File: src/rtl/mips_multicycle_ctrl.sv
// Multicycle MIPS control FSM: j 2, beq 3, R/addi/sw 4, lw 5 cycles with zero-wait memory.
// Stalls in FETCH/MEM until mem_ack; halts on illegal instruction or ack timeout.
module mips_multicycle_ctrl #(
    parameter int MEM_TIMEOUT = 15,
    parameter int CNT_W       = 32
) (
    input  logic             CLK,
    input  logic             RST,
    input  logic [5:0]       opcode,
    input  logic [5:0]       funct,
    input  logic             zero,
    input  logic             mem_ack,
    output logic             mem_req,
    output logic             mem_we,
    output logic             ir_write,
    output logic             pc_write,
    output logic [1:0]       pc_src,
    output logic             alu_src_a,
    output logic [1:0]       alu_src_b,
    output logic [2:0]       alu_op,
    output logic             reg_write,
    output logic             reg_dst,
    output logic             mem_to_reg,
    output logic [2:0]       state,
    output logic             halted,
    output logic [1:0]       err,
    output logic [CNT_W-1:0] retired
);
    typedef enum logic [2:0] {
        S_FETCH = 3'd0, S_DECODE = 3'd1, S_EXEC = 3'd2,
        S_MEM = 3'd3, S_WB = 3'd4, S_HALT = 3'd5
    } state_t;

    localparam logic [5:0] OP_R = 6'h00, OP_J = 6'h02, OP_BEQ = 6'h04,
                           OP_ADDI = 6'h08, OP_LW = 6'h23, OP_SW = 6'h2B;
    localparam logic [7:0] TMO = 8'(MEM_TIMEOUT);

    state_t           state_q, state_d;
    logic [5:0]       op_q, op_d, fn_q, fn_d;
    logic [7:0]       wait_q, wait_d;
    logic [1:0]       err_q, err_d;
    logic [CNT_W-1:0] ret_q, ret_d;

    function automatic logic is_legal(input logic [5:0] op, input logic [5:0] fn);
        case (op)
            OP_R:                          is_legal = fn inside {6'h20, 6'h22, 6'h24, 6'h25, 6'h2A};
            OP_J, OP_BEQ, OP_ADDI, OP_LW, OP_SW: is_legal = 1'b1;
            default:                       is_legal = 1'b0;
        endcase
    endfunction

    function automatic logic [2:0] fn_to_alu(input logic [5:0] fn);
        case (fn)
            6'h22:   fn_to_alu = 3'd1;
            6'h24:   fn_to_alu = 3'd2;
            6'h25:   fn_to_alu = 3'd3;
            6'h2A:   fn_to_alu = 3'd4;
            default: fn_to_alu = 3'd0;
        endcase
    endfunction

    always_comb begin
        state_d    = state_q;
        op_d       = op_q;
        fn_d       = fn_q;
        wait_d     = wait_q;
        err_d      = err_q;
        ret_d      = ret_q;
        mem_req    = 1'b0;
        mem_we     = 1'b0;
        ir_write   = 1'b0;
        pc_write   = 1'b0;
        pc_src     = 2'd0;
        alu_src_a  = 1'b0;
        alu_src_b  = 2'd0;
        alu_op     = 3'd0;
        reg_write  = 1'b0;
        reg_dst    = 1'b0;
        mem_to_reg = 1'b0;
        case (state_q)
            S_FETCH: begin
                mem_req   = 1'b1;
                alu_src_b = 2'd1;
                if (mem_ack) begin
                    ir_write = 1'b1;
                    pc_write = 1'b1;
                    wait_d   = '0;
                    state_d  = S_DECODE;
                end else begin
                    wait_d = wait_q + 8'd1;
                    if (wait_d >= TMO) begin
                        err_d   = 2'd2;
                        state_d = S_HALT;
                    end
                end
            end
            S_DECODE: begin
                // Decisions here use the live IR fields; they are latched for later states.
                op_d      = opcode;
                fn_d      = funct;
                alu_src_b = 2'd3;
                if (!is_legal(opcode, funct)) begin
                    err_d   = 2'd1;
                    state_d = S_HALT;
                end else if (opcode == OP_J) begin
                    pc_write = 1'b1;
                    pc_src   = 2'd2;
                    ret_d    = ret_q + CNT_W'(1);
                    wait_d   = '0;
                    state_d  = S_FETCH;
                end else begin
                    state_d = S_EXEC;
                end
            end
            S_EXEC: begin
                alu_src_a = 1'b1;
                case (op_q)
                    OP_R: begin
                        alu_op  = fn_to_alu(fn_q);
                        state_d = S_WB;
                    end
                    OP_LW, OP_SW: begin
                        alu_src_b = 2'd2;
                        wait_d    = '0;
                        state_d   = S_MEM;
                    end
                    OP_ADDI: begin
                        alu_src_b = 2'd2;
                        state_d   = S_WB;
                    end
                    OP_BEQ: begin
                        alu_op   = 3'd1;
                        pc_write = zero;
                        pc_src   = 2'd1;
                        ret_d    = ret_q + CNT_W'(1);
                        wait_d   = '0;
                        state_d  = S_FETCH;
                    end
                    default: begin
                        err_d   = 2'd1;
                        state_d = S_HALT;
                    end
                endcase
            end
            S_MEM: begin
                mem_req = 1'b1;
                mem_we  = (op_q == OP_SW);
                if (mem_ack) begin
                    wait_d = '0;
                    if (op_q == OP_SW) begin
                        ret_d   = ret_q + CNT_W'(1);
                        state_d = S_FETCH;
                    end else begin
                        state_d = S_WB;
                    end
                end else begin
                    wait_d = wait_q + 8'd1;
                    if (wait_d >= TMO) begin
                        err_d   = 2'd2;
                        state_d = S_HALT;
                    end
                end
            end
            S_WB: begin
                reg_write  = 1'b1;
                reg_dst    = (op_q == OP_R);
                mem_to_reg = (op_q == OP_LW);
                ret_d      = ret_q + CNT_W'(1);
                wait_d     = '0;
                state_d    = S_FETCH;
            end
            default: ;
        endcase
        // Reset kills any outstanding access without waiting for a clock edge.
        if (RST) begin
            mem_req   = 1'b0;
            mem_we    = 1'b0;
            ir_write  = 1'b0;
            pc_write  = 1'b0;
            reg_write = 1'b0;
        end
    end

    always_ff @(posedge CLK or posedge RST) begin
        if (RST) begin
            state_q <= S_FETCH;
            op_q    <= '0;
            fn_q    <= '0;
            wait_q  <= '0;
            err_q   <= '0;
            ret_q   <= '0;
        end else begin
            state_q <= state_d;
            op_q    <= op_d;
            fn_q    <= fn_d;
            wait_q  <= wait_d;
            err_q   <= err_d;
            ret_q   <= ret_d;
        end
    end

    assign state   = state_q;
    assign halted  = (state_q == S_HALT);
    assign err     = err_q;
    assign retired = ret_q;
endmodule

File: config.mk
export PLATFORM = sky130hd
export DESIGN_NAME = mips_multicycle_ctrl
export DESIGN_NICKNAME = d
export VERILOG_FILES = /design/src/rtl/mips_multicycle_ctrl.sv
export SDC_FILE = /design/constraint.sdc
export NUM_CORES = 1
export LEC_CHECK = 0
export ABC_AREA = 1
export CORE_MARGIN = 10
export CORE_UTILIZATION = 50
export DETAILED_ROUTE_END_ITERATION = 8
export PLACE_DENSITY = 0.86
export SLEW_MARGIN = 15
export SYNTH_ARGS = -nofsm -noshare
export SYNTH_HDL_FRONTEND = slang
export SYNTH_SLANG_ARGS = --single-unit
File: constraint.sdc
create_clock -name CLK -period 4.3 [get_ports CLK]
set_input_delay 0.86 -clock CLK [delete_from_list [all_inputs] [get_ports CLK]]
set_output_delay 0.86 -clock CLK [all_outputs]
set_load 0.03 [all_outputs]
# After elaboration in Yosys (flattened, before gate mapping)
# Cells that the tools add are included.
[word_totals]
inputBits = 16
register_bits = 57
elab_cells = 112
[classes]
n_reduce_logical = 18
n_eq_ne = 33
n_mux = 52
addsub = 2
magnitude_cmp = 1
[op_table]
columns = ["op", "n"]
rows = [
  ["$mux W32", 5],
  ["$pmux W32 S4", 1],
  ["$eq A6 B6 Y1 const B", 13],
  ["$add A32 B1 Y32 const B", 1],
  ["$mux W8", 4],
  ["$pmux W8 S4", 1],
  ["$mux W1", 18],
  ["$mux W3", 6],
  ["$ne A2 B2 Y1 const B", 9],
  ["$mux W2", 8],
  ["$pmux W3 S5", 1],
  ["$eq A6 B3 Y1 const B", 2],
  ["$eq A6 B4 Y1 const B", 2],
  ["$logic_not A6 Y1", 2],
  ["$pmux W2 S3", 2],
  ["$pmux W3 S4", 1],
  ["$reduce_bool A5 Y1", 2],
  ["$reduce_or A5 Y1", 2],
  ["$pmux W3 S3", 1],
  ["$add A8 B1 Y8 const B", 1],
  ["$ge A8 B4 Y1 const B", 1],
  ["$reduce_bool A4 Y1", 2],
  ["$eq A3 B2 Y1 const B", 2],
  ["$eq A3 B3 Y1 const B", 2],
  ["14 further kinds", 17],
]

# Longest topological paths before layout
[logic_depth]
depth_word = 7
mapped_depth = 11

# Worst setup path after synthesis
# OpenSTA, ideal clock, no wires.
[synth_timing]
path_type = "in2out"
start = "input port RST"
end = "output port pc_write"
cell_stages = 3
path_buffers = 0
arrival_ns = 2.423
slack_ns = 1.017
path_cell_list = "inv_1 -> nand2_1 -> inv_1"
[synth_via]
elab_chain_len = 1
[synth_rtl]
columns = ["item", "line_no", "text"]
rows = [
  ["from (decl)", "8", "input logic RST,"],
  ["$mux W1", "175", "if (RST) begin"],
  ["to (decl)", "16", "output logic pc_write,"],
]
# No other way between the ends.

# Worst setup path after layout
[layout_timing]
start = "input port opcode[2]"
end = "output port pc_write"
[layout_via]
elab_chain_len = 7
word_cells_on_any_way = 13
classes_between = "eq/ne (5); mux (6); reduce/logical (2)"
[layout_rtl]
columns = ["item", "line_no", "text"]
rows = [
  ["from (decl)", "9", "input logic [5:0] opcode,"],
  ["$eq A6 B2 Y1 (tied with other cells)", "45, 105", ""],
  ["$reduce_or A5 Y1", "45", "case (op)"],
  ["$pmux W1 S2", "45", ""],
  ["$mux W1", "80", "case (state_q)"],
  ["$mux W1 (*)", "102", "if (!is_legal(opcode, funct)) begin"],
  ["$pmux W1 S3 (*)", "80", ""],
  ["$mux W1 (*)", "175", ""],
]
# Every way passes the cells marked *; elsewhere a longest branch is shown, timed or not. The select of a mux whose other input is x is not followed.

==> flow_results.org <==
** Setup path
- Critical Setup Path Class :: primary input to primary output
- Type of destination of the critical path :: primary output
- In this run the worst path has a maximum fanout of 4.
- At the worst endpoint, the required time is 3.44 ns.
- R2r setup slk :: 1.85 ns
- Setup crit start kind :: primary input
- Reg2reg path depth :: 10
- Crit Reg-Reg Startpoint :: state[0]$_DFFE_PP0P_
- Capture instance of the worst register-to-register path :: retired[10]$_DFFE_PP0P_
- For the worst setup path, the data arrival time is about 2.9 ns.

** Clock network
- Clock tree from TritonCTS :: built
- After clock tree synthesis, the clock-pin slew on the worst setup and hold paths is 0.07 ns.
- Quantity of hold-fixing buffers added after cts :: 0
- In this run the post-CTS setup repair buffer count came out at 0.
- Number of CTS-inserted buffers :: 9
- Root Buffer :: sky130_fd_sc_hd__clkbuf_8
- Worst-Skew Late Latency :: approximately 0.33 ns
- Post-CTS repair changed the size of 0 cells.
- Number of levels in the clock H-tree :: 3
- Maximum number of buffers from clock root to sink :: 2
- Number of sinks handled by clock tree synthesis :: 57

** Detailed routing
- Number of violations reported at the end of detailed-routing iteration 0 :: 252
- For this run, design rule violations remaining after detail routing come to 0.
- After detailed routing, the number of vias per cell comes to 5.27.
- Routed length per placed instance :: 14.1 um
- Wires add up to ~9600 um.
- Vias post-DR :: 3596
- Once detail routing completed, the nets flagged for antenna violations numbered 0.
- Before antenna repair, the detailed router went through 5 iterations.

** STA
- The final count of hold timing violations came to 0.
- Final worst-path cycle share :: 86.6%
- Across all hold checks on the routed design, the worst slack comes to 0.473 ns.
- Setup violations remaining at the end of the flow were counted as 0.
- The total count of max-transition violations in the final report was 0.
- Worst-case clock skew :: between 0.009 and 0.01 ns
- Transition time at the pin with the least slew margin :: 0.720 ns
- Worst slew margin relative to its limit :: 52.0%
- For the final routed database, the setup TNS stands at 0 ns.
- Setup repair after global routing left no endpoint under its margin.
- Maximum achievable frequency :: 0.268 GHz
- The worst path in the final design needs a cycle of 3.73 ns, including I/O delays and setup.

** Synth
- Sequential elements use about two fifths of the synthesized area.
- Number of synthesized register bits :: 57
- Synthesis handed over a netlist of a little over 500 instances.
- Syn avg cell area :: 6.99 um^2
- Count of yosys warnings during synthesis :: 0
- The mapped netlist covers 3570 um^2.
- When the netlist entered floorplanning its net count stood at 529.
- Number of unique standard cell types used by synthesis :: 31

** Job
- Max-Cap Viols :: 0

** Global route
- Entering global routing, the biggest net connects 58 pins.
- Antenna violations before repair :: 0
- Global-route wire length before repair :: 16000 um
- After global routing the overflow that remains totals 0.
- Number of global-route vias before repair :: 3511
- Across every metal layer, demand over resource in global routing totals 17.3%.

** Finish
- Area growth, synth to finish :: 26.4%
- Commonest cells after routing, fill and taps aside :: sky130_fd_sc_hd__nand2_1 (166), sky130_fd_sc_hd__nor2_1 (68), sky130_fd_sc_hd__clkdlybuf4s50_1 (68)
- The net count of the finished layout is roughly 600.
- Fraction of layout instances using a drive strength above 1 :: under 10%
- Leaving out fill and tap cells, the most frequent cell in the layout is sky130_fd_sc_hd__nand2_1.
- Antenna fix cells :: 0

** Placed design
- During placement, the flow inserted port buffers numbering 68.
- Once detailed placement completed, the half-perimeter wirelength came to 7400 um.
- The congestion estimate from routability-driven global placement came to 0.910.

** Hold path
- Along the worst hold path, the cell count comes to 2.
- Startpoint of the lowest-slack hold path :: fn_q[4]$_DFFE_PP0P_
- The path class of the tightest hold or removal check is flop to flop.
- The worst hold path terminates at fn_q[4]$_DFFE_PP0P_.

** Power and ir drop
- Dividing total power by cell area gives a power density of around 240 nW/um^2.
- Power comes to around 1100 uW.
- The analysis attributes to cell leakage a power of around 0.0021 uW.
- Worst supply voltage drop on vdd :: about 0.13 mV

** Die
- The floorplan step defined a die boundary enclosing 10900 um^2.
- Ports :: 69
- # rows :: 30
- Measured along the x axis, the die boundary spans approximately 100 um.
- Initial core utilization :: 51.9%
- In this run the standard cell core region covers around 6900 um^2.
- The die is 104 um tall.

** Status
- The flow ran to the end, and the final reports show no timing, DRC or antenna violations.
[power by group]
part / switching [uW] / internal, uW / leakage [uW]
Combinational: 27.8 / 19.6 / 0.00133
Clock: 220 / 261 / 0.0000909
Sequential: 3.30 / 539 / 0.000647
Total: 251 / 819 / 0.00206
[layout make-up]
type	instances	area, um^2
clock inverter	6	60.1
timing repair buffer	70	696
fill	620	2360
inverter	60	225
clock buffer	9	124
multi-input combinational	385	1860
tap	96	120
sequential	57	1430
[logic make-up after synthesis]
| family | after synthesis | synth area share, % |
|---|---|---|
| xor gates and xnor gates | 27 | 6.63 |
| AOI/OAI and AO/OA | 36 | 5.40 |
| and+or+nand+nor | 319 | 39.0 |
| adders and majority gates | 3 | 1.05 |
| DFF | 57 | 40.0 |
| buffers and inverters | 68 | 7.89 |
[worst max-delay path, cell delays in order]
cell and delay (ns):
sky130_fd_sc_hd__clkdlybuf4s50_1 0.48, sky130_fd_sc_hd__nor2_1 0.16, sky130_fd_sc_hd__nand3_1 0.16, sky130_fd_sc_hd__nand2_1 0.10, sky130_fd_sc_hd__nor2_1 0.05, sky130_fd_sc_hd__nand2_1 0.09, sky130_fd_sc_hd__nand3_1 0.10, sky130_fd_sc_hd__nand3_1 0.10
sky130_fd_sc_hd__nand2_1 0.05, sky130_fd_sc_hd__inv_1 0.05, sky130_fd_sc_hd__clkdlybuf4s50_1 0.66
[registers in the layout, summed over array words and instances (netlist names)]
register / flops
retired: 32
err: 2
fn_q: 6
wait_q: 8
op_q: 6
state: 3
[Yosys cell counts]
cell type | number | area (um^2)
sky130_fd_sc_hd__nand2_1 | 166 | 623
sky130_fd_sc_hd__nor2_1 | 68 | 255
sky130_fd_sc_hd__dfrtp_1 | 57 | 1430
sky130_fd_sc_hd__inv_1 | 54 | 203
sky130_fd_sc_hd__nand3_1 | 34 | 170
sky130_fd_sc_hd__xor2_1 | 20 | 175
sky130_fd_sc_hd__o21ai_0 | 16 | 80.1
sky130_fd_sc_hd__nor3_1 | 13 | 65.1
sky130_fd_sc_hd__nand4_1 | 10 | 62.6
sky130_fd_sc_hd__o21ai_1 | 7 | 35.0
sky130_fd_sc_hd__xnor2_1 | 7 | 61.3
sky130_fd_sc_hd__nor4_1 | 6 | 37.5
sky130_fd_sc_hd__o22ai_1 | 6 | 37.5
sky130_fd_sc_hd__a21oi_1 | 5 | 25.0
sky130_fd_sc_hd__inv_2 | 5 | 18.8
sky130_fd_sc_hd__nor2_2 | 5 | 31.3
sky130_fd_sc_hd__nand3b_1 | 4 | 30.0
sky130_fd_sc_hd__nor3_2 | 4 | 40.0
sky130_fd_sc_hd__buf_2 | 3 | 15.0
sky130_fd_sc_hd__ha_1 | 3 | 37.5
sky130_fd_sc_hd__nand2_2 | 3 | 18.8
sky130_fd_sc_hd__nor2_4 | 3 | 33.8
sky130_fd_sc_hd__buf_4 | 2 | 15.0
sky130_fd_sc_hd__buf_6 | 2 | 22.5
sky130_fd_sc_hd__a21boi_0 | 1 | 7.51
sky130_fd_sc_hd__clkbuf_1 | 1 | 3.75
sky130_fd_sc_hd__clkinv_1 | 1 | 3.75
sky130_fd_sc_hd__nand2_4 | 1 | 11.3
sky130_fd_sc_hd__nor3b_1 | 1 | 7.51
sky130_fd_sc_hd__o21bai_1 | 1 | 7.51
sky130_fd_sc_hd__or2_1 | 1 | 6.26
[worst max path at each step]
stage	start	to	cells after the start
5_1_grt	opcode[1]	pc_write	12
2_1_floorplan	RST	pc_write	3
3_3_place_gp	opcode[1]	pc_write	12
3_5_place_dp	opcode[1]	pc_write	12
4_1_cts	opcode[1]	pc_write	12
6_report	opcode[2]	pc_write	11
[per-stage QoR]
stage | util (%) | cell area (um^2) | cells | setup slack (ns)
finish | 65.7 | 4510 | 683 | 0.574
global route | 65.7 | 4510 | 683 | 0.409
CTS | 65.7 | 4510 | 683 | 0.571
detailed placement | 63.0 | 4330 | 668 | 0.583
global placement | 63.0 | 4330 | 668 | 0.681
floorplan | - | 3570 | 510 | 1.02
[metal layers]
metal	up-vias	wire [um]	GRT usage, %	part of all wire [%]
met5	-	0	0	0
met4	0	191	6.36	2.0
met3	22	768	5.64	8.0
met2	129	4640	29.0	48
met1	1670	4050	20.2	42
li1	1775	-	-	-
No activity file was read; power rests on OpenSTA's default activity.
